===== src/rtl/pc_branch_if.sv =====
// pc_branch_if -- control/status bundle between the program-counter block
// and its decode stage.
//   slave  (pc_branch side): decision inputs in, PC / status out
//   master (decode side)   : decision inputs out, PC / status in
// Signals: stall_i, halt_i, branch_eq_i, branch_ne_i, zero_i, jump_i,
//          offset_sll_i[31:0], jump_target_i[31:0] (decode -> PC)
//          pc_o[31:0], pc_plus4_o[31:0], branch_taken_o, halted_o
//          (PC -> decode), branch_count_o[15:0] when PC_BRANCH_STATS_EN.
interface pc_branch_if;
  logic        stall_i;
  logic        halt_i;
  logic        branch_eq_i;
  logic        branch_ne_i;
  logic        zero_i;
  logic        jump_i;
  logic [31:0] offset_sll_i;
  logic [31:0] jump_target_i;
  logic [31:0] pc_o;
  logic [31:0] pc_plus4_o;
  logic        branch_taken_o;
  logic        halted_o;
`ifdef PC_BRANCH_STATS_EN
  logic [15:0] branch_count_o;
`endif

  modport slave (
    input  stall_i, halt_i, branch_eq_i, branch_ne_i, zero_i, jump_i,
    input  offset_sll_i, jump_target_i,
    output pc_o, pc_plus4_o, branch_taken_o, halted_o
`ifdef PC_BRANCH_STATS_EN
    , output branch_count_o
`endif
  );

  modport master (
    output stall_i, halt_i, branch_eq_i, branch_ne_i, zero_i, jump_i,
    output offset_sll_i, jump_target_i,
    input  pc_o, pc_plus4_o, branch_taken_o, halted_o
`ifdef PC_BRANCH_STATS_EN
    , input branch_count_o
`endif
  );
endinterface


===== src/rtl/pc_branch.sv =====
// pc_branch -- program counter with beq/bne/jump selection and a
// RUN/HOLD/HALT control FSM. HALT is left only through reset.
// Ports:
//   clk_i  rising-edge clock
//   rst_i  asynchronous active-high reset (pc_o <= RESET_PC, state RUN)
//   bus    pc_branch_if.slave (decision inputs, pc_o, pc_plus4_o,
//          branch_taken_o, halted_o)
// Parameters: RESET_PC (reset PC), PC_INC (sequential increment).
// Optional macro PC_BRANCH_STATS_EN adds bus.branch_count_o, a 16-bit
// wrapping count of cycles in which branch_taken_o is set.
module pc_branch #(
  parameter logic [31:0] RESET_PC = 32'h0000_0000,
  parameter int unsigned PC_INC   = 4
) (
  input logic     clk_i,
  input logic     rst_i,
  pc_branch_if.slave bus
);

  typedef enum logic [1:0] {RUN, HOLD, HALT} state_t;

  state_t      state, state_nxt;
  logic [31:0] pc, pc_nxt;
  logic [31:0] pc_plus4;
  logic [31:0] branch_target;
  logic        cond_taken;
  logic        taken_r, taken_nxt;
  logic        halted_r;

  // All additions wrap modulo 2^32; the carry is simply dropped.
  assign pc_plus4      = pc + 32'(PC_INC);
  assign branch_target = pc_plus4 + bus.offset_sll_i;

  // beq and bne asserted together is treated as "no branch".
  assign cond_taken = (bus.branch_eq_i ^ bus.branch_ne_i) &
                      ((bus.branch_eq_i & bus.zero_i) |
                       (bus.branch_ne_i & ~bus.zero_i));

  always_comb begin
    state_nxt = state;
    pc_nxt    = pc;
    taken_nxt = 1'b0;
    case (state)
      RUN, HOLD: begin
        if (bus.halt_i) begin
          state_nxt = HALT;
        end else if (bus.stall_i) begin
          state_nxt = HOLD;
        end else begin
          state_nxt = RUN;
          if (bus.jump_i) begin
            pc_nxt    = bus.jump_target_i;
            taken_nxt = 1'b1;
          end else if (cond_taken) begin
            pc_nxt    = branch_target;
            taken_nxt = 1'b1;
          end else begin
            pc_nxt    = pc_plus4;
          end
        end
      end
      HALT: begin
        state_nxt = HALT;
      end
      default: begin
        state_nxt = RUN;
      end
    endcase
  end

  always_ff @(posedge clk_i or posedge rst_i) begin
    if (rst_i) begin
      state    <= RUN;
      pc       <= RESET_PC;
      taken_r  <= 1'b0;
      halted_r <= 1'b0;
    end else begin
      state    <= state_nxt;
      pc       <= pc_nxt;
      taken_r  <= taken_nxt;
      halted_r <= (state_nxt == HALT);
    end
  end

  assign bus.pc_o           = pc;
  assign bus.pc_plus4_o     = pc_plus4;
  assign bus.branch_taken_o = taken_r;
  assign bus.halted_o       = halted_r;

`ifdef PC_BRANCH_STATS_EN
  logic [15:0] count;

  // Counts on the same edge that raises branch_taken_o.
  always_ff @(posedge clk_i or posedge rst_i) begin
    if (rst_i) begin
      count <= '0;
    end else if (taken_nxt) begin
      count <= count + 16'd1;
    end
  end

  assign bus.branch_count_o = count;
`endif

endmodule


===== src/flat_wrapper.sv =====
// flat-port wrapper written by rule: the top's interface ports become plain ports
module pc_branch_flat 
#(
  parameter logic [31:0] RESET_PC = 32'h0000_0000,
  parameter int unsigned PC_INC   = 4
)
  (clk_i, rst_i, bus_stall_i, bus_halt_i, bus_branch_eq_i, bus_branch_ne_i, bus_zero_i, bus_jump_i, bus_offset_sll_i, bus_jump_target_i, bus_pc_o, bus_pc_plus4_o, bus_branch_taken_o, bus_halted_o);
  pc_branch_if bus_i ();
  input logic clk_i;
  input logic rst_i;
  input wire logic [$bits(bus_i.stall_i)-1:0] bus_stall_i;
  input wire logic [$bits(bus_i.halt_i)-1:0] bus_halt_i;
  input wire logic [$bits(bus_i.branch_eq_i)-1:0] bus_branch_eq_i;
  input wire logic [$bits(bus_i.branch_ne_i)-1:0] bus_branch_ne_i;
  input wire logic [$bits(bus_i.zero_i)-1:0] bus_zero_i;
  input wire logic [$bits(bus_i.jump_i)-1:0] bus_jump_i;
  input wire logic [$bits(bus_i.offset_sll_i)-1:0] bus_offset_sll_i;
  input wire logic [$bits(bus_i.jump_target_i)-1:0] bus_jump_target_i;
  output wire logic [$bits(bus_i.pc_o)-1:0] bus_pc_o;
  output wire logic [$bits(bus_i.pc_plus4_o)-1:0] bus_pc_plus4_o;
  output wire logic [$bits(bus_i.branch_taken_o)-1:0] bus_branch_taken_o;
  output wire logic [$bits(bus_i.halted_o)-1:0] bus_halted_o;
  assign bus_i.stall_i = bus_stall_i;
  assign bus_i.halt_i = bus_halt_i;
  assign bus_i.branch_eq_i = bus_branch_eq_i;
  assign bus_i.branch_ne_i = bus_branch_ne_i;
  assign bus_i.zero_i = bus_zero_i;
  assign bus_i.jump_i = bus_jump_i;
  assign bus_i.offset_sll_i = bus_offset_sll_i;
  assign bus_i.jump_target_i = bus_jump_target_i;
  assign bus_pc_o = bus_i.pc_o;
  assign bus_pc_plus4_o = bus_i.pc_plus4_o;
  assign bus_branch_taken_o = bus_i.branch_taken_o;
  assign bus_halted_o = bus_i.halted_o;
  pc_branch #(.RESET_PC(RESET_PC), .PC_INC(PC_INC)) u_core (.clk_i(clk_i), .rst_i(rst_i), .bus(bus_i));
endmodule

===== config.mk =====
export PLATFORM = sky130hd
export DESIGN_NAME = pc_branch_flat
export DESIGN_NICKNAME = d
export VERILOG_FILES = /design/src/rtl/pc_branch_if.sv /design/src/rtl/pc_branch.sv /design/src/flat_wrapper.sv
export SDC_FILE = /design/constraint.sdc
export NUM_CORES = 1
export LEC_CHECK = 0
export CAP_MARGIN = 5
export CORE_ASPECT_RATIO = 2
export CORE_MARGIN = 4
export CORE_UTILIZATION = 52
export DETAILED_ROUTE_END_ITERATION = 12
export GPL_ROUTABILITY_DRIVEN = 0
export PLACE_DENSITY_LB_ADDON = 0.15
export SLEW_MARGIN = 15
export SYNTH_ARGS = -nofsm -noshare
export SYNTH_HDL_FRONTEND = slang
export SYNTH_SLANG_ARGS = --single-unit

===== constraint.sdc =====
create_clock -name clk_i -period 5.19 [get_ports clk_i]
set_input_delay 1.557 -clock clk_i [delete_from_list [all_inputs] [get_ports clk_i]]
set_output_delay 1.557 -clock clk_i [all_outputs]
set_load 0.05 [all_outputs]

* Word-level counts from Yosys, hierarchy flattened
Cells that the tools add are included.
W data, S select, Z words.
** Storage, ports and cells
- Bits in registers :: 36
- Bits of input ports :: 72
- Output and inout bits :: 66
- Logic and storage cells :: 30
** Operators by class
- $add $sub $neg :: 2
- Equal/unequal tests :: 3
- Mux-type cells :: 10
- Bitwise gates (word level) :: 8
- Reduce and logical (&&, ||, !) cells :: 3
** Operators by type and width (count)
- $mux W32 :: 2
- $add A32 B3 Y32 const B :: 1
- $add A32 B32 Y32 :: 1
- $mux W1 :: 6
- $eq A2 B2 Y1 const B :: 2
- $pmux W2 S2 :: 1
- $and A1 B1 Y1 :: 3
- $not A1 Y1 :: 3
- $reduce_and A3 Y1 :: 1
- $eq A2 B1 Y1 const B :: 1
- $logic_not A2 Y1 :: 1
- $mux W2 :: 1
- $reduce_or A2 Y1 :: 1
- $or A1 B1 Y1 :: 1
- $xor A1 B1 Y1 :: 1

* Depth between registers and ports, before layout
- Depth in word-level cells :: 9
- Depth in mapped cells :: 16
- Gate-level depth less buffers :: 15

* Least setup slack after synthesis
No wires, ideal clock.
- Path kind :: flip-flop to flip-flop
- Start :: reg u_core.pc[3], in the netlist u_core.bus.pc_o[3]
- End :: reg u_core.pc[31], in the netlist u_core.bus.pc_o[31]
- Library setup time :: 0.104 ns
- Data arrival time :: 4.603 ns
- Required time :: 5.086 ns
- Path slack :: 0.483 ns
- Stages on the path, launching flop included :: 17
- Path buffers :: 1
- Period minus slack after synthesis :: 4.707 ns
- Path through :: dfrtp_1 -> ha_1 -> nand2_1 -> nor3_2 -> and4_1 -> nand2_1 -> xnor2_1 -> ha_1 -> buf_2 -> a2111oi_0 -> o221a_2 -> or3_1 -> nand2_1 -> o31a_1 -> a21oi_2 -> a31oi_1 -> o311ai_1
** On the way
- Word-level cells in the longest chain between the ends :: 4
** Ends and longest elaborated chain
- from (decl) :: line pc_branch.sv:23 : logic [31:0] pc, pc_nxt;
- from (signal assigned) :: line pc_branch.sv:79 : pc <= pc_nxt;
- $add A32 B3 Y32 :: line pc_branch.sv:31 : assign pc_plus4 = pc + 32'(PC_INC);
- net bus_pc_plus4_o[26] :: line flat_wrapper.sv:20 : output wire logic [$bits(bus_i.pc_plus4_o)-1:0] bus_pc_plus4_o;
- $add A32 B32 Y32 :: line pc_branch.sv:32 : assign branch_target = pc_plus4 + bus.offset_sll_i;
- $mux W32 :: line pc_branch.sv:54 : end else if (cond_taken) begin
- $mux W32 :: line pc_branch.sv:51 : if (bus.jump_i) begin
The timed path passes the listed nets, and every way through them passes these cells.
A chain may end at the register's enable or synchronous reset.

* Worst setup path after layout
- Start :: reg u_core.pc[3], in the netlist u_core.bus.pc_o[3]
- End :: out bus_pc_plus4_o[28]
** On the way
- Word-level cells in the longest chain between the ends :: 1
** Ends and longest elaborated chain (line)
- $add A32 B3 Y32 :: pc_branch.sv:31
- to (decl) :: flat_wrapper.sv:20
Every way passes these cells.

==> flow_summary.toml <==
[run_status]
outcome = "complete, no violations"

[final_layout]
final_common_cell = "clkdlybuf4s50_1"
layout-drive-gt1-share_pct = 5.22
layout.nets = 802
nFillCells = 674
n_antenna_cell = 0
area_delta_synth_final_pct = 36.9
regArea_um2 = 876
final_cell_mix = "clkdlybuf4s50_1, nand2_1, a21oi_1"
multi_input_area_um2 = 3330

[detailed_routing]
route.met2.wl_mm = 9.09
top_layer_used = "met4"
route.met3.wl_mm = 1.22
drt_iter0_drc = 404
drc = 0
dr.pass1.iters = 7
via_count = 5242
drt-total-wl_mm = 17.5
postRouteAntennaNets = 0
vias_per_cell = 6.65
drt-wirelength-per-cell_um = 22.2
wl_met1_mm = 5.62

[synth]
synth_nets = 676
ys_seq_area_share_pct = 20.1
syn_avg_cell_area_um2 = 7.74
syn_area_um2 = 4370
synth_edf_count = 0
synthCells = 564
ys.flop_type = "dfrtp_1"
ys_warn_count = 0
ys_top_cells_by_area = "dfrtp_1, ha_1, xnor2_1"
yosysTopAreaCellShare_pct = 20.1
synth-seq-cells = 35
yosys.area.top_type = "dfrtp_1"
async_reset_ff_share_pct = 100
yosysUniqueCellTypes = 68

[setup_path]
r2r_start = "u_core.bus.pc_o[3]"
worstPathRequired_ps = 3630
critPathKind = "flip-flop to output port"
cp-start-kind = "flip-flop"
cp.arrival_ps = 3270
path_max_fanout = 8
crit_start = "u_core.bus.pc_o[3]"
crit_path_end_kind = "output port"

[global_route]
track_usage_pct = 35.1
grt_pass1_wl_mm = 26.9
overflow = 0
grt_max_degree = 33
grt_pass1_vias = 5207
antenna_found_initial = 0

[timing]
fmax_ghz = 0.207
skew_ps = 2.86
finalSetupViolations = 0
min_period_ps = 4830
fin_ws_ps = 365
rsz0062_at_grt = "no"
drv_slew = 0
tightest_slew_ps = 905
finalHoldViolations = 0
relSlewSlack_pct = 39.4
finalCritPeriodShare_pct = 93.0
tns_ps = 0

[clocking]
clkTransAtPathRegs_ps = 60
clock_sinks = 35
clk_latency_ps = 280
cts_inserted_buffers = 5
cts_tree = "yes"
holdBufCountCts = 0
cts_root_buf = "clkbuf_16"
postCtsSetupBuffers = 0
cts_resized = 0
cts_buffer_depth = 2
htree_levels = 2

[pwr]
worst_ir_drop_vdd_mv = 0.236
p_per_area_nw_per_um2 = 374
p_leak_uw = 0.00254

[hold_path]
hold_class = "flip-flop to flip-flop"
min_from = "u_core.state[0]"

[floorplan]
die-width_um = 72.8
dieArea_um2 = 10000
core_um2 = 8230
die_h_um = 138
num_io_pins = 138
rows = 47
start_util_pct = 53.0

[placement]
post-place-ws_ps = 650
portBuffers = 137
dp_hpwl_mm = 13.6

[flow_run]
cap_violations = 0
-- synth_stat cells, types with 3 or more instances --
| cell | n |
|---|---|
| a21oi_1 | 52 |
| and3_1 | 13 |
| a222oi_1 | 3 |
| xor2_1 | 13 |
| inv_1 | 12 |
| nor3_1 | 8 |
| buf_2 | 5 |
| a41oi_1 | 3 |
| ha_1 | 39 |
| o21ai_0 | 38 |
| or3_1 | 4 |
| mux2i_1 | 5 |
| o31ai_1 | 6 |
| xnor2_1 | 38 |
| nand4_1 | 9 |
| a21o_1 | 15 |
| nor2_1 | 32 |
| and4_1 | 7 |
| dfrtp_1 | 35 |
| o21bai_1 | 8 |
| nand3_1 | 23 |
| nand2_1 | 74 |
| clkbuf_1 | 20 |
| a211oi_1 | 10 |
| nand2b_1 | 6 |
| a221oi_1 | 3 |
| o221ai_1 | 3 |
| and2_1 | 4 |
| a31oi_1 | 6 |
| a22oi_1 | 3 |
| o211ai_1 | 11 |
| o21a_1 | 5 |
| a211o_1 | 3 |
-- sequential cells by signal, summed over array words and instances (netlist names) --
register                   count
u_core.bus.halted_o            1
u_core.bus.branch_taken_o      1
u_core.bus.pc_o               32
u_core.state                   1
-- worst paths after layout --
kind,end,slack [ps],cells after the start
worst max-delay path,bus_pc_plus4_o[28],360,7
worst min-delay path,u_core.bus.halted_o,430,1
worst max register to register,u_core.bus.pc_o[31],800,15
worst min register to register,u_core.bus.halted_o,430,1
max in group asynchronous,u_core.bus.pc_o[29],2810,3
min in group asynchronous,u_core.bus.branch_taken_o,1750,2
-- report_power, final --
group | internal (uW) | total [uW] | switching [uW]
clock network | 224 | 336 | 112
registers | 320 | 411 | 90.2
logic | 537 | 1490 | 954
-- stage by stage --
stage	utilization, %	instance area [um^2]	std cells	hold WS, ps	total power [uW]
finish	72.6	5980	788	426	2240
global route	72.6	5980	788	444	2330
CTS	72.6	5980	788	429	2210
detailed placement	70.7	5820	781	422	1870
global placement	70.7	5820	781	410	1840
floorplan	-	4370	564	400	1380
-- cells by family (layout without fill, tap and decap cells) --
family / Yosys count / after routing / share of synthesized area [%]
AOI/OAI and AO/OA: 196 / 196 / 30.5
and+or+nand+nor: 195 / 195 / 22.1
xor gates and xnor gates: 51 / 51 / 10.2
adders and majority gates: 40 / 40 / 11.6
buffers and inverters: 40 / 166 / 3.78
DFF: 35 / 35 / 20.1
muxes: 7 / 7 / 1.66
-- worst max-delay path, cell delays in order (launching register included) --
cell	delay [ps]
dfrtp_1	510
ha_1	360
nand2_1	100
nor3_2	290
and4_1	360
nand2_1	90
xnor2_1	380
clkdlybuf4s50_1	890
-- final cells by class --
cell class              count  area share (%)
inverters                  12           0.753
well taps                  98            2.05
clock inverters             1           0.502
flip-flops and latches     35            14.7
clock buffers               6            2.16
repair buffers            147            24.2
multi-input cells         489            55.7
-- per-layer routing --
layer,track usage (%),up-vias
met4,25.5,0
met1,36.2,2432
li1,-,2352
met2,63.3,351
met5,0,-
met3,3.94,107
Power figures use the tool's default switching activity.
==> patch: new RTL, same flow settings <==
The 3 states of `state_t` get a one-hot encoding in 3 bits.
--- a/src/rtl/pc_branch.sv
+++ b/src/rtl/pc_branch.sv
@@ -17,7 +17,7 @@
   pc_branch_if.slave bus
 );
 
-  typedef enum logic [1:0] {RUN, HOLD, HALT} state_t;
+  typedef enum logic [2:0] {RUN = 3'b001, HOLD = 3'b010, HALT = 3'b100} state_t;
 
   state_t      state, state_nxt;
   logic [31:0] pc, pc_nxt;
Check against the original RTL: same outputs for any inputs over 4 cycles, from zero or initial values and one cycle with rst_i high; so few cycles prove little.
==> patch against the unedited design <==
- sequential cell count rose by 2
- hold slack improved by 0.14 ns
- area after synthesis rose by 0.57%
- final area rose by 0.88%
- global-route usage fell by 2.2 points
- non-clock buffer count decreased by 2
- routed wire length is 6.5% lower
- critical endpoint is now bus_pc_plus4_o[25]
- worst setup slack got worse by 0.098 ns
Power is not compared: it rests on default switching activity, and its combinational part moved more than twofold at a synthesized area within 25%.
==> patch: results (changes against the unedited design) <==
outcome: completed
layout cells sized above 1: 4.62% (-0.59 points)
DP Wirelength: 12600 microns (-7.6%)
Overall Global Routing Usage: 32.9% (-2.2 points)
most common library cells after synthesis: 73 x nand2_1, 54 x o21ai_0, 44 x a21oi_1
Placement Cell Area: 5860 sq um (+0.67%)
crit path kind: flop to output port
first-pass GRT wire length: 25700 microns (-4.3%)
WP data arrival: 3.37 ns (+0.10 ns)
register area share after synthesis: 21.1% (+1.1 points)
xor/xnor cell area share of the yosys netlist: 11.1% (+0.91 points)
largest net degree at the start of global routing: 43 (+30%)
top post-synthesis cells by area: dfrtp_1 21%, ha_1 11%, xnor2_1 6.6%, nand2_1 6.2%, o21ai_0 6.2%
vias in the first global route: 5305 (+1.9%)
synth unique cells: 68 (unchanged)
DR iter-0 viols: 408 (+0.99%)
CTS clk-pin slew, worst paths: 0.07 ns
wirelength, routed: 16300 microns (-6.5%)
post-synthesis mux area share: 1.82% (+0.16 points)
Synth Area in Compound Gates: 28.1% (-2.4 points)
Clock Skew: 0.00697 ns (+0.00411 ns)
vias: 5123 (-2.3%)
final net count: 803 (+0.12%)
syn_area_per_cell: 7.84 sq um (+1.3%)
Syn Nets: 672 (-0.59%)
fillers: 684 (+1.5%)
worst slack, placed: 0.468 ns (-0.182 ns)
headroom to the max-slew limit: 30.2% (-9.3 points)
length of the first detailed-routing pass in iterations: 6 (-1)
Post-Place Cells: 782 (+0.13%)
Via density: 6.48 (-2.5%)
delay of the slowest cell on the worst path: 0.87 ns (-0.02 ns)
Final Hold Viols: 0 (unchanged)
Adder-Cell Fraction of Synth Area: 11.6% (-0.066 points)
Storage cell area: 927 sq um (+5.9%)
==> patch: power by group <==
group	leakage (nW)	internal [mW]	switching [mW]
Clock	0.0841	0.241	0.133
Sequential	0.455	0.422	0.239
Combinational	2.01	1.15	2.00
==> patch: routing by layer <==
metal / up-vias / track usage (%) / part of all wire, %
met5: - / 0 / 0
met4: 0 / 23.1 / 6.9
li1: 2345 / - / -
met3: 97 / 3.85 / 6.7
met1: 2386 / 32.6 / 33
met2: 295 / 61.2 / 53
==> patch: path summary, 6_finish.rpt <==
kind,to,slack (ns),from,depth (start not counted)
setup / recovery,bus_pc_plus4_o[25],0.27,u_core.bus.pc_o[8],6
hold / removal,u_core.bus.pc_o[14],0.57,u_core.bus.pc_o[14],2
setup reg to reg,u_core.bus.pc_o[27],0.99,u_core.bus.pc_o[8],13
hold reg to reg,u_core.bus.pc_o[14],0.57,u_core.bus.pc_o[14],2
max in group asynchronous,u_core.bus.pc_o[17],3.09,rst_i,3
min in group asynchronous,u_core.bus.branch_taken_o,1.71,rst_i,3
==> patch: final cells by class <==
class / instances / area share (%)
inverters: 15 / 0.934
repair buffers: 145 / 23.7
clock inverters: 1 / 0.498
well taps: 98 / 2.03
clock buffers: 7 / 2.37
multi-input cells: 487 / 55.1
flip-flops and latches: 37 / 15.4
==> patch: logic make-up (layout without fill, tap and decap cells) <==
group,Yosys count,in the layout
buffers and inverters,36,168
adder cells (fa/ha/maj),40,40
XOR/XNOR,52,52
flip-flops,37,37
AND/OR/NAND/NOR,196,196
AO/OA/AOI/OAI,191,191
multiplexers,8,8
==> patch: critical path: cells and delay by family (launching register included) <==
family	cells	cell delay [ns]
AND/OR/NAND/NOR	4	1.40
flip-flops	1	0.51
buffers and inverters	1	0.87
XOR/XNOR	1	0.30
